**config.mk**
```make
export PLATFORM = sky130hd
export DESIGN_NAME = dp_stream_reader_flat
export DESIGN_NICKNAME = d
export VERILOG_FILES = /design/src/rtl/dp_stream_reader_if.sv /design/src/rtl/dp_stream_reader.sv /design/src/flat_wrapper.sv
export SDC_FILE = /design/constraint.sdc
export NUM_CORES = 1
export LEC_CHECK = 0
export ABC_CLOCK_PERIOD_IN_PS = 10500
export CORE_MARGIN = 2
export CORE_UTILIZATION = 43
export CTS_BUF_LIST = sky130_fd_sc_hd__clkbuf_2
export CTS_CLUSTER_SIZE = 20
export DETAILED_ROUTE_END_ITERATION = 7
export PLACE_DENSITY = 0.62
export SLEW_MARGIN = 5
export SYNTH_ARGS = -nofsm -noshare
export SYNTH_HDL_FRONTEND = slang
export SYNTH_SLANG_ARGS = --single-unit
```
**constraint.sdc**
```tcl
create_clock -name clka -period 10.5 [get_ports clka]
set_input_delay 1.575 -clock clka [delete_from_list [all_inputs] [get_ports clka]]
set_output_delay 1.575 -clock clka [all_outputs]
set_load 0.005 [all_outputs]
```
**src/rtl/dp_stream_reader_if.sv**
```systemverilog
`default_nettype none
// ============================================================================
// Module   : dp_stream_reader_if
// Purpose  : Valid/ready point stream (data, index, last) from the ROM reader.
// Revision : 1.0
// ============================================================================
interface dp_stream_reader_if #(
  parameter int ADDR_W = 8,
  parameter int DATA_W = 32
);
  logic              m_valid;
  logic              m_ready;
  logic [DATA_W-1:0] m_data;
  logic [ADDR_W-1:0] m_index;
  logic              m_last;

  modport master (
    output m_valid,
    output m_data,
    output m_index,
    output m_last,
    input  m_ready
  );

  modport slave (
    input  m_valid,
    input  m_data,
    input  m_index,
    input  m_last,
    output m_ready
  );
endinterface
`default_nettype wire

```
**src/rtl/dp_stream_reader.sv**
```systemverilog
`default_nettype none
// ============================================================================
// Module   : dp_stream_reader
// Purpose  : Scans the dataPoints ROM 0..count-1 and re-emits each point as a
//            valid/ready stream through a credit-limited prefetch FIFO.
// Config   : DP_READER_CHECKSUM_EN adds a running checksum output.
// Revision : 1.0
// ============================================================================
module dp_stream_reader #(
  parameter int ADDR_W = 8,
  parameter int DATA_W = 32,
  parameter int RD_LAT = 1,
  parameter int FIFO_D = 4
) (
  input  logic                clka,
  input  logic                rsta,
  input  logic                start,
  input  logic [ADDR_W:0]     count,
  output logic [ADDR_W-1:0]   addra,
  input  logic [DATA_W-1:0]   douta,
  dp_stream_reader_if.master  m,
`ifdef DP_READER_CHECKSUM_EN
  output logic [DATA_W-1:0]   checksum,
  output logic                busy,
`else
  output logic                busy,
`endif
  output logic                done
);

  localparam int c_ptr_w = (FIFO_D > 1) ? $clog2(FIFO_D) : 1;
  localparam int c_cnt_w = $clog2(FIFO_D + RD_LAT + 1);
  localparam logic [c_ptr_w-1:0] c_ptr_max = c_ptr_w'(FIFO_D - 1);
  localparam logic [c_cnt_w-1:0] c_fifo_d  = c_cnt_w'(FIFO_D);

  typedef enum logic [1:0] {
    IDLE  = 2'd0,
    FETCH = 2'd1,
    DRAIN = 2'd2,
    DONE  = 2'd3
  } state_t;

  state_t              r_state;
  state_t              w_state_nxt;
  logic [ADDR_W-1:0]   r_last_addr;

  logic [RD_LAT-1:0]   r_tag_vld;
  logic [RD_LAT-1:0]   r_tag_last;
  logic [ADDR_W-1:0]   r_tag_idx [RD_LAT];

  logic [DATA_W-1:0]   r_mem_data [FIFO_D];
  logic [ADDR_W-1:0]   r_mem_idx  [FIFO_D];
  logic [FIFO_D-1:0]   r_mem_last;
  logic [c_ptr_w-1:0]  r_wr_ptr;
  logic [c_ptr_w-1:0]  r_rd_ptr;
  logic [c_cnt_w-1:0]  r_occ;
  logic [c_cnt_w-1:0]  w_inflight;

  logic                w_accept;
  logic                w_issue;
  logic                w_push;
  logic                w_pop;
  logic                w_drained;

  always_comb begin
    w_inflight = '0;
    for (int i = 0; i < RD_LAT; i++) begin
      w_inflight = w_inflight + c_cnt_w'(r_tag_vld[i]);
    end
  end

  // Credits count both buffered and in-flight reads so a push never overflows.
  assign w_accept  = (r_state == IDLE) & start;
  assign w_issue   = (r_state == FETCH) & ((r_occ + w_inflight) < c_fifo_d);
  assign w_push    = r_tag_vld[RD_LAT-1];
  assign w_pop     = m.m_valid & m.m_ready;
  assign w_drained = w_pop & m.m_last & (r_occ == c_cnt_w'(1)) & (w_inflight == '0);

  assign m.m_valid = (r_occ != '0);
  assign m.m_data  = r_mem_data[r_rd_ptr];
  assign m.m_index = r_mem_idx[r_rd_ptr];
  assign m.m_last  = r_mem_last[r_rd_ptr];

  always_ff @(posedge clka or posedge rsta) begin
    if (rsta) begin
      r_state <= IDLE;
    end else begin
      r_state <= w_state_nxt;
    end
  end

  always_comb begin
    w_state_nxt = r_state;
    case (r_state)
      IDLE:  if (start) w_state_nxt = (count != '0) ? FETCH : DONE;
      FETCH: if (w_issue && (addra == r_last_addr)) w_state_nxt = DRAIN;
      DRAIN: if (w_drained) w_state_nxt = DONE;
      DONE:  w_state_nxt = IDLE;
      default: w_state_nxt = IDLE;
    endcase
  end

  always_ff @(posedge clka or posedge rsta) begin
    if (rsta) begin
      busy <= 1'b0;
      done <= 1'b0;
    end else begin
      busy <= (r_state == FETCH) | (r_state == DRAIN);
      done <= (r_state == DONE);
    end
  end

  // addra holds the next address to fetch; the ROM samples it on the issue edge.
  always_ff @(posedge clka or posedge rsta) begin
    if (rsta) begin
      addra       <= '0;
      r_last_addr <= '0;
    end else begin
      if (w_accept) begin
        r_last_addr <= ADDR_W'(count - (ADDR_W + 1)'(1));
      end
      if (w_accept && (count != '0)) begin
        addra <= '0;
      end else if (w_issue) begin
        addra <= addra + ADDR_W'(1);
      end
    end
  end

  always_ff @(posedge clka or posedge rsta) begin
    if (rsta) begin
      r_tag_vld  <= '0;
      r_tag_last <= '0;
      for (int i = 0; i < RD_LAT; i++) begin
        r_tag_idx[i] <= '0;
      end
    end else begin
      r_tag_vld[0]  <= w_issue;
      r_tag_last[0] <= w_issue & (addra == r_last_addr);
      r_tag_idx[0]  <= addra;
      for (int i = 1; i < RD_LAT; i++) begin
        r_tag_vld[i]  <= r_tag_vld[i-1];
        r_tag_last[i] <= r_tag_last[i-1];
        r_tag_idx[i]  <= r_tag_idx[i-1];
      end
    end
  end

  always_ff @(posedge clka or posedge rsta) begin
    if (rsta) begin
      r_wr_ptr   <= '0;
      r_rd_ptr   <= '0;
      r_occ      <= '0;
      r_mem_last <= '0;
      for (int i = 0; i < FIFO_D; i++) begin
        r_mem_data[i] <= '0;
        r_mem_idx[i]  <= '0;
      end
    end else begin
      if (w_push) begin
        r_mem_data[r_wr_ptr] <= douta;
        r_mem_idx[r_wr_ptr]  <= r_tag_idx[RD_LAT-1];
        r_mem_last[r_wr_ptr] <= r_tag_last[RD_LAT-1];
        r_wr_ptr <= (r_wr_ptr == c_ptr_max) ? '0 : r_wr_ptr + c_ptr_w'(1);
      end
      if (w_pop) begin
        r_rd_ptr <= (r_rd_ptr == c_ptr_max) ? '0 : r_rd_ptr + c_ptr_w'(1);
      end
      case ({w_push, w_pop})
        2'b10:   r_occ <= r_occ + c_cnt_w'(1);
        2'b01:   r_occ <= r_occ - c_cnt_w'(1);
        default: r_occ <= r_occ;
      endcase
    end
  end

`ifdef DP_READER_CHECKSUM_EN
  always_ff @(posedge clka or posedge rsta) begin
    if (rsta) begin
      checksum <= '0;
    end else if (w_accept) begin
      checksum <= '0;
    end else if (w_pop) begin
      checksum <= checksum + m.m_data;
    end
  end
`endif

endmodule
`default_nettype wire

```
**src/flat_wrapper.sv**
```systemverilog
// flat-port wrapper written by rule: the top's interface ports become plain ports
module dp_stream_reader_flat 
#(
  parameter int ADDR_W = 8,
  parameter int DATA_W = 32,
  parameter int RD_LAT = 1,
  parameter int FIFO_D = 4
)
  (clka, rsta, start, count, addra, douta, busy, done, m_m_valid, m_m_data, m_m_index, m_m_last, m_m_ready);
  dp_stream_reader_if #(.ADDR_W(ADDR_W), .DATA_W(DATA_W)) m_i ();
  input  logic clka;
  input  logic rsta;
  input  logic start;
  input  logic [ADDR_W:0] count;
  output logic [ADDR_W-1:0] addra;
  input  logic [DATA_W-1:0] douta;
  output logic busy;
  output logic done;
  output wire logic [$bits(m_i.m_valid)-1:0] m_m_valid;
  output wire logic [$bits(m_i.m_data)-1:0] m_m_data;
  output wire logic [$bits(m_i.m_index)-1:0] m_m_index;
  output wire logic [$bits(m_i.m_last)-1:0] m_m_last;
  input wire logic [$bits(m_i.m_ready)-1:0] m_m_ready;
  assign m_m_valid = m_i.m_valid;
  assign m_m_data = m_i.m_data;
  assign m_m_index = m_i.m_index;
  assign m_m_last = m_i.m_last;
  assign m_i.m_ready = m_m_ready;
  dp_stream_reader #(.ADDR_W(ADDR_W), .DATA_W(DATA_W), .RD_LAT(RD_LAT), .FIFO_D(FIFO_D)) u_core (.clka(clka), .rsta(rsta), .start(start), .count(count), .addra(addra), .douta(douta), .m(m_i), .busy(busy), .done(done));
endmodule
```
==> impl_metrics.csv, run 1 <==
group,metric,value,unit
timing,whs,508.2,ps
placement,hpwl,12.09,mm
timing,worst_slack,5808,ps
grt,use_met2,30.25,%
grt,met1_usage,22.18,%
power_and_ir_drop,p_switching,961.4,uW
detailed_routing,avgViaCountPerCell,5.210,
setup_path,path_max_fanout,29,
timing,slew_headroom,27.57,%
die,dieHeight,148.1,microns
timing,setup_viol,0,
synthesis,synth-edff-count,0,
grt,grt_pass1_vias,5843,
power_and_ir_drop,p_sw_share,31.25,%
die,die_w,148.1,microns
timing,max_freq,0.2131,GHz
layout,area_delta_synth_final,18.28,%
layout,seqCellArea,5032,sq um
power_and_ir_drop,combPwrFrac,41.5,%
grt,grt-busiest-layer,"met2",
synthesis,syn-instance-count,572,
timing,min_period,4692,ps
die,initial_core_util,43.96,%
timing,skew,47.50,ps
power_and_ir_drop,power,3.076,mW
grt,grt_usage,17.63,%
detailed_routing,remaining_drc_errors,0,
grt,grt_max_degree,116,
clocking,clkLatencyLatePin,790,ps
clocking,cts_inserted_buffers,52,
placement,portBuffers,96,
grt,grt_use_met3,4.080,%
synthesis,async_flop_share,100.0,%
grt,grt_remaining_overflow,0,
grt,antenna_found_initial,1,
layout,layout.nets,761,
outcome,outcome,"completed",
setup_path,worstSetupStartpointType,"flip-flop",
grt,grt_pass1_wl,30.56,mm
detailed_routing,via_count,5200,
clocking,cts_tree,"done",
clocking,cts_hold_buf,0,
placement,dp_slack,6515,ps
clocking,cts_buffer_depth,3,
synthesis,ys.flop_type,"dfrtp_1",
job,cap_violations,0,
setup_path,r2r_cells,5,
timing,fin_setup_tns,0,ps
setup_path,critPathCaptureType,"output pin",
placement,place.gp.congestion,0.7279,
power_and_ir_drop,p_int,2.115,mW
layout,final_util,52.00,%
layout,drive_gt1_share,41.54,%
die,rows,52,
detailed_routing,wire_per_inst,18.78,microns
layout,multiInputGateArea,3707,sq um
timing,drv_slew,0,
synthesis,ys_types,36,
timing,rsz0062_at_grt,"false",
detailed_routing,wl,18.74,mm
timing,hold_viol,0,
synthesis,ys_seq_area_share,56.37,%
detailed_routing,drt_first_iter_violations,181,
placement,place_inst,914,
synthesis,synth_nets,635,
synthesis,syn-cell-area,8924,sq um
setup_path,cp.arrival,3120,ps
hold_path,hold-path-cell-count,1,
setup_path,crit_type,"flip-flop to output pin",
setup_path,cp.required,8930,ps
power_and_ir_drop,peakVddDrop,0.0001316,V
clocking,post_cts_buffers,0,
power_and_ir_drop,p_seq_share,42.9,%
die,die_area,21920,sq um
timing,worst_pin_slew,1086,ps
detailed_routing,drtPass1Iterations,4,
synthesis,avgSynthCellArea,15.60,sq um
layout,fill_cells,1741,
hold_path,hp-class,"flip-flop to flip-flop",
power_and_ir_drop,pwr-share-clk,15.6,%
setup_path,slowest_delay,660,ps
die,core,20300,sq um
layout,fin_cells,998,
clocking,cts-resized-gates,0,
clocking,cts-root-buf,"clkbuf_2",
layout,fin_area,10560,sq um
timing,period_share,44.69,%
power_and_ir_drop,leakage,4.612,nW
setup_path,crit_slowest_cell,"dfrtp_2",
clocking,h-tree-depth,2,
synthesis,ys_ff_latch,201,
power_and_ir_drop,power_density,291.4,nW/um^2
synthesis,yosysWarnings,0,
detailed_routing,detail-route-antenna-nets,0,
clocking,path_clk_slew,90,ps
die,io_pins,97,
setup_path,path_cells,"buf_4 -> mux4_2 -> clkdlybuf4s50_1",
placement,placed_cell_area,10150,sq um
clocking,cts.sinks,201,
==> worst max-delay path: cells and delay by family, from the launching register on <==
family	cells	cell delay [ps]
muxes	1	590
buffers and inverters	2	1080
DFF	1	660
==> state kept, by name, indices dropped and copies added, names as in the netlist <==
register	flops
u_core.r_tag_vld	1
u_core.r_tag_last	1
u_core.r_occ	3
u_core.addra	8
u_core.done	1
u_core.r_mem_data	128
u_core.busy	1
u_core.r_wr_ptr	2
u_core.r_state	2
u_core.r_last_addr	8
u_core.r_tag_idx	8
u_core.r_rd_ptr	2
u_core.r_mem_idx	32
u_core.r_mem_last	4
==> power groups by stage <==
stage	registers, mW	logic (mW)	clock network [mW]
global route	1.36	1.38	0.548
CTS	1.32	1.30	0.505
finish	1.32	1.28	0.481
floorplan	1.23	0.866	0
global placement	1.32	1.25	0
detailed placement	1.34	1.30	0
==> cells in the mapped netlist (all sizes together), types with 3 or more instances <==
| cell | n | area, sq um |
|---|---|---|
| nand3 | 3 | 20.02 |
| nand2b | 3 | 18.77 |
| xnor2 | 17 | 148.9 |
| nor2 | 20 | 75.07 |
| and2 | 4 | 25.02 |
| ha | 18 | 225.2 |
| mux4 | 41 | 923.4 |
| buf | 29 | 140.1 |
| nor4 | 3 | 40.04 |
| nand4 | 5 | 31.28 |
| mux2i | 6 | 72.57 |
| nand2 | 11 | 41.29 |
| xor2 | 8 | 70.07 |
| dfrtp | 201 | 5030 |
| mux2 | 165 | 1858 |
| o21ai | 3 | 15.01 |
| inv | 13 | 48.80 |
| a21oi | 8 | 40.04 |
==> path summary, 6_finish.rpt <==
check                                                  startpoint                                end  slack [ps]
worst max-delay path               u_core.r_rd_ptr[0]$_DFFE_PP0N_                       m_m_data[31]        5810
worst min-delay path            u_core.r_mem_data[44]$_DFFE_PP0P_  u_core.r_mem_data[44]$_DFFE_PP0P_         510
worst max register to register     u_core.r_wr_ptr[0]$_DFFE_PP0P_  u_core.r_mem_data[99]$_DFFE_PP0P_        8450
worst min register to register  u_core.r_mem_data[44]$_DFFE_PP0P_  u_core.r_mem_data[44]$_DFFE_PP0P_         510
max in group asynchronous                                    rsta     u_core.r_rd_ptr[0]$_DFFE_PP0N_        7440
min in group asynchronous                                    rsta      u_core.r_tag_idx[2]$_DFF_PP0_        1360
==> layout by cell type (no fill, tap or decap), drive strengths merged <==
master         count
mux4              41
mux2             165
clkdlybuf4s50     96
mux2i              6
clkinv             6
nor4b              2
xnor2             17
dfrtp            201
a211o              1
xor2               8
or4                1
nand3              3
nor2b              1
nand4              5
a21o               1
nor2              20
ha                18
and4               1
nand2             11
inv               15
and2               4
nor3               2
o21ai              3
o31a               1
buf                7
or3                1
nand2b             3
a21oi              8
a21boi             1
diode              1
clkbuf            75
nor4               3
==> cell type report <==
type / count / area share [%]
clock inverters: 8 / 0.2845
well taps: 270 / 3.201
diodes: 1 / 0.02371
clock buffers: 75 / 3.556
flip-flops and latches: 201 / 47.68
multi-input cells: 327 / 35.12
repair buffers: 103 / 9.602
inverters: 13 / 0.5334
==> layer usage <==
metal | wire [microns] | vias up
li1 | - | 2353
met1 | 8073 | 2706
met2 | 9555 | 113
met3 | 805 | 28
met4 | 305 | 0
met5 | 0 | -
==> kinds of logic after synthesis <==
family / count (synthesis) / synth area share [%]
mux: 212 / 31.98
compound gates: 15 / 0.9816
xor+xnor: 25 / 2.454
fa+ha+maj: 18 / 2.524
buf+inv: 44 / 2.201
simple gates: 57 / 3.491
flops: 201 / 56.37
Note: power is estimated with default switching activity, not from simulation.
==> inputs of run 2 (changes only) <==
--- a/config.mk
+++ b/config.mk
@@ -5,7 +5,7 @@
 export SDC_FILE = /design/constraint.sdc
 export NUM_CORES = 1
 export LEC_CHECK = 0
-export ABC_CLOCK_PERIOD_IN_PS = 10500
+export ABC_CLOCK_PERIOD_IN_PS = 4700
 export CORE_MARGIN = 2
 export CORE_UTILIZATION = 43
 export CTS_BUF_LIST = sky130_fd_sc_hd__clkbuf_2
==> constraint.sdc (replaced) <==
create_clock -name clka -period 4.7 [get_ports clka]
set_input_delay 0.705 -clock clka [delete_from_list [all_inputs] [get_ports clka]]
set_output_delay 0.705 -clock clka [all_outputs]
set_load 0.005 [all_outputs]
==> impl_metrics.csv, run 2 (synthesis results as in run 1) <==
group,metric,value,unit
timing,setup_viol,0,
timing,max_freq,0.2715,GHz
clocking,cts_buffer_depth,3,
layout,largest-register,"u_core.r_mem_data",
setup_path,critPathCaptureType,"output pin",
clocking,clkLatencyLatePin,760,ps
detailed_routing,drtPass1Iterations,4,
clocking,post_cts_buffers,0,
clocking,path_clk_slew,100,ps
setup_path,cp.required,3990,ps
layout,layout.nets,762,
die,die_w,148.1,microns
layout,drive_gt1_share,42.56,%
die,dieHeight,148.1,microns
placement,hpwl,11.63,mm
placement,portBuffers,96,
timing,whs,475.8,ps
timing,skew,24.63,ps
setup_path,reg2reg_from,"u_core.r_rd_ptr[1]$_DFFE_PP0N_",
clocking,cts-root-buf,"clkbuf_2",
grt,grt_pass1_wl,30.44,mm
hold_path,hp-class,"input pin to async pin",
outcome,outcome,"completed",
layout,largest_reg_flops,128,
setup_path,worstReg2RegEnd,"u_core.r_state[0]$_DFFE_PP0P_",
timing,worst_pin_slew,960.2,ps
setup_path,r2r_setup_slack,2340,ps
die,core,20300,sq um
layout,reg_top3,"u_core.r_mem_data (128), u_core.r_mem_idx (32)",
detailed_routing,remaining_drc_errors,0,
clocking,h-tree-depth,2,
power_and_ir_drop,power_density,651.4,nW/um^2
layout,fill_cells,1756,
clocking,cts_inserted_buffers,52,
clocking,cts_hold_buf,0,
timing,slew_headroom,35.85,%
grt,grt_use_met3,4.448,%
layout,fin_cells,1004,
setup_path,cp.arrival,2980,ps
timing,period_share,78.37,%
grt,antenna_found_initial,1,
grt,grt-busiest-layer,"met2",
clocking,cts-resized-gates,0,
detailed_routing,wire_per_inst,18.33,microns
timing,drv_slew,0,
timing,min_period,3683,ps
detailed_routing,drt_first_iter_violations,176,
die,rows,52,
setup_path,path_max_fanout,28,
die,die_area,21920,sq um
grt,grt_pass1_vias,5745,
grt,grt_remaining_overflow,0,
grt,grt_max_degree,109,
detailed_routing,via_count,5160,
timing,fin_setup_tns,0,ps
power_and_ir_drop,leakage,4.655,nW
placement,place.gp.congestion,0.7673,
layout,fin_area,10630,sq um
setup_path,crit_type,"flip-flop to output pin",
grt,use_met2,29.88,%
clocking,cts.sinks,201,
detailed_routing,wl,18.41,mm
grt,grt_usage,17.58,%
layout,layout_common_cells,"dfrtp_1 (199), mux2_2 (165), clkdlybuf4s50_1 (96)",
clocking,cts_tree,"done",
job,cap_violations,0,
grt,met1_usage,22.27,%
timing,rsz0062_at_grt,"false",
die,io_pins,97,
die,initial_core_util,43.96,%
layout,layout_commonest_cell,"dfrtp_1",
timing,worst_slack,1017,ps
power_and_ir_drop,peakVddDrop,0.0002262,V
setup_path,worstSetupStartpointType,"flip-flop",
detailed_routing,avgViaCountPerCell,5.139,
layout,area_delta_synth_final,19.08,%
placement,dp_slack,1774,ps
placement,placed_cell_area,10190,sq um
timing,hold_viol,0,
placement,place_inst,915,
setup_path,r2r_cells,5,
detailed_routing,detail-route-antenna-nets,0,
[run 2: changes by cell type in the layout (fill, tap and decap cells not counted)]
cell / delta
clkinvlp_4: +1
buf_12: +3
clkinv_1: -4
inv_8: -1
buf_4: -2
clkbuf_2: +9
[run 2: through the flow]
| step | total power, mW | utilization (%) |
|---|---|---|
| after floorplan | 4.693 | - |
| after global placement | 5.755 | 50.19 |
| after detailed placement | 5.894 | 50.19 |
| after CTS | 7.058 | 52.34 |
| after global routing | 7.440 | 52.35 |
| final | 6.922 | 52.35 |
[run 2: worst max path at each step]
stage                              startpoint                     endpoint  cells after the start
6_report       u_core.r_rd_ptr[1]$_DFFE_PP0N_                 m_m_index[5]                      3
5_1_grt        u_core.r_rd_ptr[1]$_DFFE_PP0N_                 m_m_index[5]                      3
4_1_cts        u_core.r_rd_ptr[1]$_DFFE_PP0N_                 m_m_index[5]                      3
3_5_place_dp   u_core.r_rd_ptr[1]$_DFFE_PP0N_                 m_m_index[5]                      3
3_3_place_gp   u_core.r_rd_ptr[1]$_DFFE_PP0N_                 m_m_index[5]                      3
2_1_floorplan                            rsta  u_core.addra[0]$_DFFE_PP0P_                      1
[run 2: per-layer routing]
metal  vias to the layer above  share of wire, %
met1                      2665                43
met2                       111                50
li1                       2354                 -
met5                         -                 0
met3                        30               4.8
met4                         0               1.7
[run 2: layout make-up]
| class | instances | area (sq um) | share of cell area [%] |
|---|---|---|---|
| inverter | 13 | 52.55 | 0.4945 |
| sequential | 201 | 5032 | 47.36 |
| tap | 270 | 337.8 | 3.179 |
| multi-input combinational | 327 | 3707 | 34.89 |
| timing repair buffer | 104 | 1059 | 9.961 |
| antenna | 1 | 2.502 | 0.02355 |
| clock inverter | 4 | 15.01 | 0.1413 |
| clock buffer | 84 | 420.4 | 3.956 |
[run 2: worst max-delay path, cell delays in order (launching register included)]
cell	delay, ps
dfrtp_2	930
buf_4	410
mux4_2	380
clkdlybuf4s50_1	490
[run 2: where the power goes]
part           leakage (nW)  switching (mW)  total, mW  internal [mW]
clock network         0.361           0.675       1.13          0.459
logic                  1.84           0.970       2.82           1.85
registers              2.45           0.497       2.96           2.47
